$ cat src/rtl/module_receiver.sv
// module_receiver
//   Downstream stage of module_sender. Accepts DATA_WIDTH-bit words over a
//   4-phase Req/Ack handshake and writes each one to a local memory port.
//   After WORDS words it stops accepting and raises Ready. A Receive pulse
//   while Ready is high re-arms the block for the next transfer.
//
//   Optional build macro: REQ_SYNC_EN
//     When defined, Req passes through a 2-flop synchronizer before the FSM.
//     This adds two cycles of handshake latency in each direction.
//     Use it when the sender runs on an unrelated clock.
//
// Ports
//   Clock        in   1           system clock, rising edge
//   Reset        in   1           synchronous, active-high
//   Req          in   1           sender request, DataIn valid while high
//   DataIn       in   DATA_WIDTH  word from sender
//   Receive      in   1           re-arm pulse, honoured only in DONE
//   Ack          out  1           handshake acknowledge to sender
//   DataOut      out  DATA_WIDTH  captured word to memory
//   Address      out  ADDR_WIDTH  memory write address
//   WriteEnable  out  1           one-cycle memory write strobe
//   Ready        out  1           block complete, high in DONE
module module_receiver #(
  parameter int DATA_WIDTH = 16,
  parameter int ADDR_WIDTH = 4,
  parameter int WORDS      = 16
) (
  input  logic                  Clock,
  input  logic                  Reset,
  input  logic                  Req,
  input  logic [DATA_WIDTH-1:0] DataIn,
  input  logic                  Receive,
  output logic                  Ack,
  output logic [DATA_WIDTH-1:0] DataOut,
  output logic [ADDR_WIDTH-1:0] Address,
  output logic                  WriteEnable,
  output logic                  Ready
);

  localparam logic [1:0] ST_IDLE = 2'd0;
  localparam logic [1:0] ST_ACK  = 2'd1;
  localparam logic [1:0] ST_DONE = 2'd2;

  // Address of the final word of a block. WORDS = 2**ADDR_WIDTH yields the
  // all-ones address, so the counter never has to wrap inside a block.
  localparam logic [ADDR_WIDTH-1:0] LAST_ADDR = ADDR_WIDTH'(WORDS - 1);

  function automatic logic is_last(input logic [ADDR_WIDTH-1:0] addr);
    return addr == LAST_ADDR;
  endfunction

  logic [1:0] state;
  logic       req_s;

`ifdef REQ_SYNC_EN
  logic req_p0;
  logic req_p1;

  // Synchronizer stage 0 -> 1; both flops clear on reset so that a stale
  // request cannot be replayed after a reset.
  always_ff @(posedge Clock) begin
    if (Reset) begin
      req_p0 <= 1'b0;
      req_p1 <= 1'b0;
    end else begin
      req_p0 <= Req;
      req_p1 <= req_p0;
    end
  end

  assign req_s = req_p1;
`else
  assign req_s = Req;
`endif

  // Handshake FSM stage
  always_ff @(posedge Clock) begin
    if (Reset) begin
      state       <= ST_IDLE;
      Ack         <= 1'b0;
      DataOut     <= '0;
      Address     <= '0;
      WriteEnable <= 1'b0;
      Ready       <= 1'b0;
    end else begin
      case (state)
        ST_IDLE: begin
          if (req_s) begin
            DataOut     <= DataIn;
            WriteEnable <= 1'b1;
            Ack         <= 1'b1;
            state       <= ST_ACK;
          end
        end
        ST_ACK: begin
          // The write strobe is only ever one cycle wide.
          WriteEnable <= 1'b0;
          if (!req_s) begin
            Ack <= 1'b0;
            if (is_last(Address)) begin
              Ready <= 1'b1;
              state <= ST_DONE;
            end else begin
              Address <= Address + 1'b1;
              state   <= ST_IDLE;
            end
          end
        end
        ST_DONE: begin
          // Req is deliberately ignored here; only Receive leaves DONE.
          if (Receive) begin
            Address <= '0;
            Ready   <= 1'b0;
            state   <= ST_IDLE;
          end
        end
        default: begin
          state <= ST_IDLE;
        end
      endcase
    end
  end

endmodule

$ cat config.mk
export PLATFORM = sky130hd
export DESIGN_NAME = module_receiver
export DESIGN_NICKNAME = d
export VERILOG_FILES = /design/src/rtl/module_receiver.sv
export SDC_FILE = /design/constraint.sdc
export NUM_CORES = 1
export LEC_CHECK = 0
export ABC_AREA = 0
export CORE_MARGIN = 2
export CORE_UTILIZATION = 30
export DETAILED_ROUTE_END_ITERATION = 6
export GPL_TIMING_DRIVEN = 0
export SYNTH_ARGS = -nofsm -noshare
export SYNTH_HDL_FRONTEND = slang
export SYNTH_SLANG_ARGS = --single-unit
$ cat constraint.sdc
create_clock -name Clock -period 3.51 [get_ports Clock]
set_clock_uncertainty 0.15 [all_clocks]
set_input_delay 0.702 -clock Clock [delete_from_list [all_inputs] [get_ports Clock]]
set_output_delay 0.702 -clock Clock [all_outputs]
set_load 0.02 [all_outputs]
Word level (Yosys, flattened, before mapping) --
Cells that the tools add are included.
Cells by class: multiplexer cells 17, $add $sub $neg 1, shifts and indexed selects 0, bitwise operators 0, $mul 0, div/mod/pow operators 0, equality and inequality tests 8, $lt $le $gt $ge 0, reduce and logical (&&, ||, !) cells 9
Operators with widths (number):
- $mux 4 | 3
- $ne 2x2->1 const B | 5
- $mux 2 | 4
- $pmux 4 s2 | 1
- $reduce_and 4->1 | 2
- $pmux 1 s2 | 3
- $pmux 2 s3 | 1
- $reduce_and 3->1 | 2
- $mux 1 | 5
- $add 4x1->4 const B | 1
- $eq 4x4->1 const B | 1
- $reduce_and 2->1 | 2
- $reduce_bool 2->1 | 2
- $eq 2x1->1 const B | 1
- $eq 2x2->1 const B | 1
- $logic_not 2->1 | 1
Word-level totals: output and inout bits 23, register bits 25, latch bits 0, ROM bits 0, memories 0, word-level logic and storage cells 41, bits in writable memories 0, bits of input ports 20

Logic depth before layout (Yosys ltp) --
depth after elaboration 4, depth in mapped cells 6, mapped depth without buffers 4

Worst setup path after synthesis --
Ideal clock, no wire load.
path kind in2reg, from in Req, to reg Address[0], path buffers 0, required time 3.239 ns, stages 3, setup time 0.121 ns, setup slack 1.636 ns, arrival time 1.603 ns, cells stage by stage or3b_4 a32oi_4 mux2_4
On the way: word-level cells in the longest chain between the ends 2
Ends and longest elaborated chain:
- from (decl) | line 30 | input logic Req,
- $ne 2x2->1 (no source line)
- $reduce_and 4->1 (no source line)
- to (signal assigned) | line 104 | Address <= Address + 1'b1;
- to (decl) | line 35 | output logic [ADDR_WIDTH-1:0] Address,
No other way between the ends. A chain may end at the register's enable or synchronous reset.

Worst setup path after layout --
from reg Address[2], to out Address[2]
No word-level cell between the ends.

==> impl_metrics.csv <==
group,metric,value,unit
outcome,status,"finished clean",
power_and_ir_drop,ir_drop,0.1348,mV
floorplanning,ios,43,
clock_tree,cts_made_buffers,3,
critical_path,r2r-end,"Address[0]$_SDFFE_PP0P_",
finish,drive_above_1_share,8.750,%
critical_path,path_depth,1,
critical_path,cp.arrival,1.46,ns
clock_tree,cts_tree,"yes",
critical_path,cp.required,2.66,ns
hold_path,min_path_cells,2,
yosys,synth_nets,136,
clock_tree,insertion_delay,0.32,ns
yosys,ys_types,31,
global_routing,track_usage,12.61,%
global_routing,overflow,0,
clock_tree,h-tree-depth,1,
sta,hold_viol,0,
finish,area.sequential,500.5,sq um
yosys,synth_warnings,0,
routing,route.detailed.wl_per_inst,11.73,um
power_and_ir_drop,power_per_cell_area,354.4,mW/mm^2
critical_path,timing.rr.start,"state[0]$_SDFFE_PP0P_",
hold_path,hp-class,"flop to flop",
yosys,synth-seq-cells,25,
clock_tree,ctsHoldBuffers,0,
sta,fin_crit,2.312,ns
placed_design,dp_hpwl,1782,um
routing,vias_per_cell,4.549,
finish,multi_input_area,467.9,sq um
floorplanning,die_y,62.30,um
clock_tree,postCtsSetupBuffers,0,
placed_design,place.gp.congestion,0.7999,
critical_path,path_cells,"clkdlybuf4s50_1",
sta,grt_setup_unrepaired,"no",
clock_tree,cts_max_path_buffers,2,
sta,relSlewSlack,70.20,%
yosys,synth-seq-area-share,49.08,%
critical_path,worst_r2r_path_depth,3,
global_routing,antenna_found_initial,0,
finish,nets,182,
power_and_ir_drop,power_leakage,0.5536,nW
yosys,syn_area,0.001020,sq mm
sta,timing.final.crit_share,65.88,%
clock_tree,cts-resized-gates,0,
routing,routed_wl,2416,um
clock_tree,clock_sinks,25,
global_routing,grt_max_degree,16,
critical_path,endpoint,"Address[2]",
global_routing,grt_pass1_vias,934,
routing,final_antenna_net_count,0,
sta,worst_pin_slew,0.4470,ns
floorplanning,core_area,0.003311,sq mm
routing,drc,0,
critical_path,crit_path_max_fanout,6,
floorplanning,start_util,30.80,%
placed_design,post_dp_cell_area,0.001488,sq mm
sta,slew_viol_final,0,
global_routing,grt_pass1_wl,4071,um
yosys,async_flop_share,0,%
critical_path,end_kind,"output port",
finish,fill_cells,347,
critical_path,crit_path_start_kind,"flop",
placed_design,place_ws,0.9889,ns
yosys,ys.flop_type,"dfxtp_1",
sta,fin_setup_tns,0,ns
critical_path,cpMaxStageDelayCell,"clkdlybuf4s50_1",
floorplanning,rows,21,
routing,first_pass_iters,4,
yosys,synth_edf_count,0,
finish,syn2layout_area_growth,48.83,%
routing,drtIter0Drc,54,
finish,diodes,0,
critical_path,cp-startpoint,"Address[2]$_SDFFE_PP0P_",
critical_path,critPathBufInv,1,
placed_design,io_buffers,41,
sta,whs,0.3130,ns
critical_path,r2r_slack,1.75,ns
sta,layout_setup_ws,1.198,ns
sta,max_freq,432.4,MHz
flow_run,max-cap-violations,0,
floorplanning,die_w,62.30,um
critical_path,cpPeakStageDelay,0.66,ns
floorplanning,dieArea,0.003881,sq mm
sta,setup_viol,0,
critical_path,crit_family,"buffers and inverters",
critical_path,critPathKind,"flop to output port",
clock_tree,path_clk_slew,0.15,ns
finish,stdcell_area,0.001518,sq mm
yosys,synth_area_per_cell,8.867,sq um
routing,dr_total_vias,937,
clock_tree,root_buffer,"clkbuf_4",
yosys,postSynthCellCount,115,
per-stage QoR:
| stage | utilization [%] | total power [mW] | cells |
|---|---|---|---|
| 2_1_floorplan | - | 0.3592 | 115 |
| 3_3_place_gp | 44.94 | 0.4116 | 202 |
| 3_5_place_dp | 44.94 | 0.4134 | 202 |
| 4_1_cts | 45.84 | 0.5458 | 206 |
| 5_1_grt | 45.84 | 0.5624 | 206 |
| 6_report | 45.84 | 0.5379 | 206 |
final cells by class:
| cell class | count | area share [%] |
|---|---|---|
| Buffer | 7 | 2.885 |
| Clock buffer | 3 | 1.484 |
| Clock inverter | 1 | 0.4946 |
| Inverter | 2 | 0.4946 |
| Multi-Input combinational cell | 81 | 30.83 |
| Sequential cell | 25 | 32.98 |
| Tap cell | 46 | 3.792 |
| Timing Repair Buffer | 41 | 27.04 |
sequential cells by signal, indices dropped and copies added (netlist names):
name and flops:
DataOut 16, Address 4, state 2, WriteEnable 1, Ready 1, Ack 1
cells in the mapped netlist (2+ instances only):
library cell | count | area (sq um)
inv_1 | 2 | 7.510
clkbuf_1 | 3 | 11.26
buf_6 | 2 | 22.52
or3b_2 | 2 | 17.52
nand2b_1 | 3 | 18.77
nor3_1 | 3 | 15.01
nand2_1 | 32 | 120.1
dfxtp_1 | 25 | 500.5
nor2b_1 | 3 | 18.77
a21oi_1 | 19 | 95.09
report_power, final:
group | internal, mW | leakage [nW] | switching (mW) | total [mW]
Clock | 0.0434 | 0.0139 | 0.0880 | 0.131
Sequential | 0.297 | 0.205 | 0.00835 | 0.306
Combinational | 0.0546 | 0.335 | 0.0463 | 0.101
Total | 0.395 | 0.554 | 0.143 | 0.538
per-layer routing:
| metal | wire length [um] | GRT usage [%] | vias to the layer above |
|---|---|---|---|
| met1 | 1139 | 15.19 | 426 |
| met5 | 0 | 0 | - |
| met4 | 21 | 3.611 | 0 |
| met3 | 147 | 3.804 | 2 |
| met2 | 1107 | 21.74 | 31 |
| li1 | - | - | 478 |
worst min-delay path by stage:
stage	endpoint	from
after global routing	DataOut[9]$_SDFFE_PP0P_	DataOut[9]$_SDFFE_PP0P_
final	DataOut[0]$_SDFFE_PP0P_	DataOut[0]$_SDFFE_PP0P_
after floorplan	state[0]$_SDFFE_PP0P_	state[1]$_SDFFE_PP0P_
after global placement	DataOut[10]$_SDFFE_PP0P_	DataOut[10]$_SDFFE_PP0P_
after detailed placement	DataOut[12]$_SDFFE_PP0P_	DataOut[12]$_SDFFE_PP0P_
after CTS	DataOut[12]$_SDFFE_PP0P_	DataOut[12]$_SDFFE_PP0P_
worst register-to-register path, cell delays in order, from the launching register on:
cell     delay (ns)
dfxtp_1        0.50
or3b_4         0.44
a32oi_4        0.25
mux2_4         0.33
cells in the final DEF (no fill, tap or decap), drive strengths merged, types with 3 or more instances in the layout:
master and n:
nor3 3, clkbuf 7, nand2 32, nand2b 3, buf 3, clkdlybuf4s50 41, or3b 3, nor2b 3
a21oi 19, dfxtp 25
kinds of logic (layout without fill, tap and decap cells):
logic type      after synthesis  in the layout  synth area share (%)
mux                           2              2                 2.454
fa+ha+maj                     1              1                 1.227
compound gates               27             27                 17.42
buf+inv                       9             54                 5.030
simple gates                 51             51                 24.79
flops                        25             25                 49.08
Power figures use the tool's default switching activity.
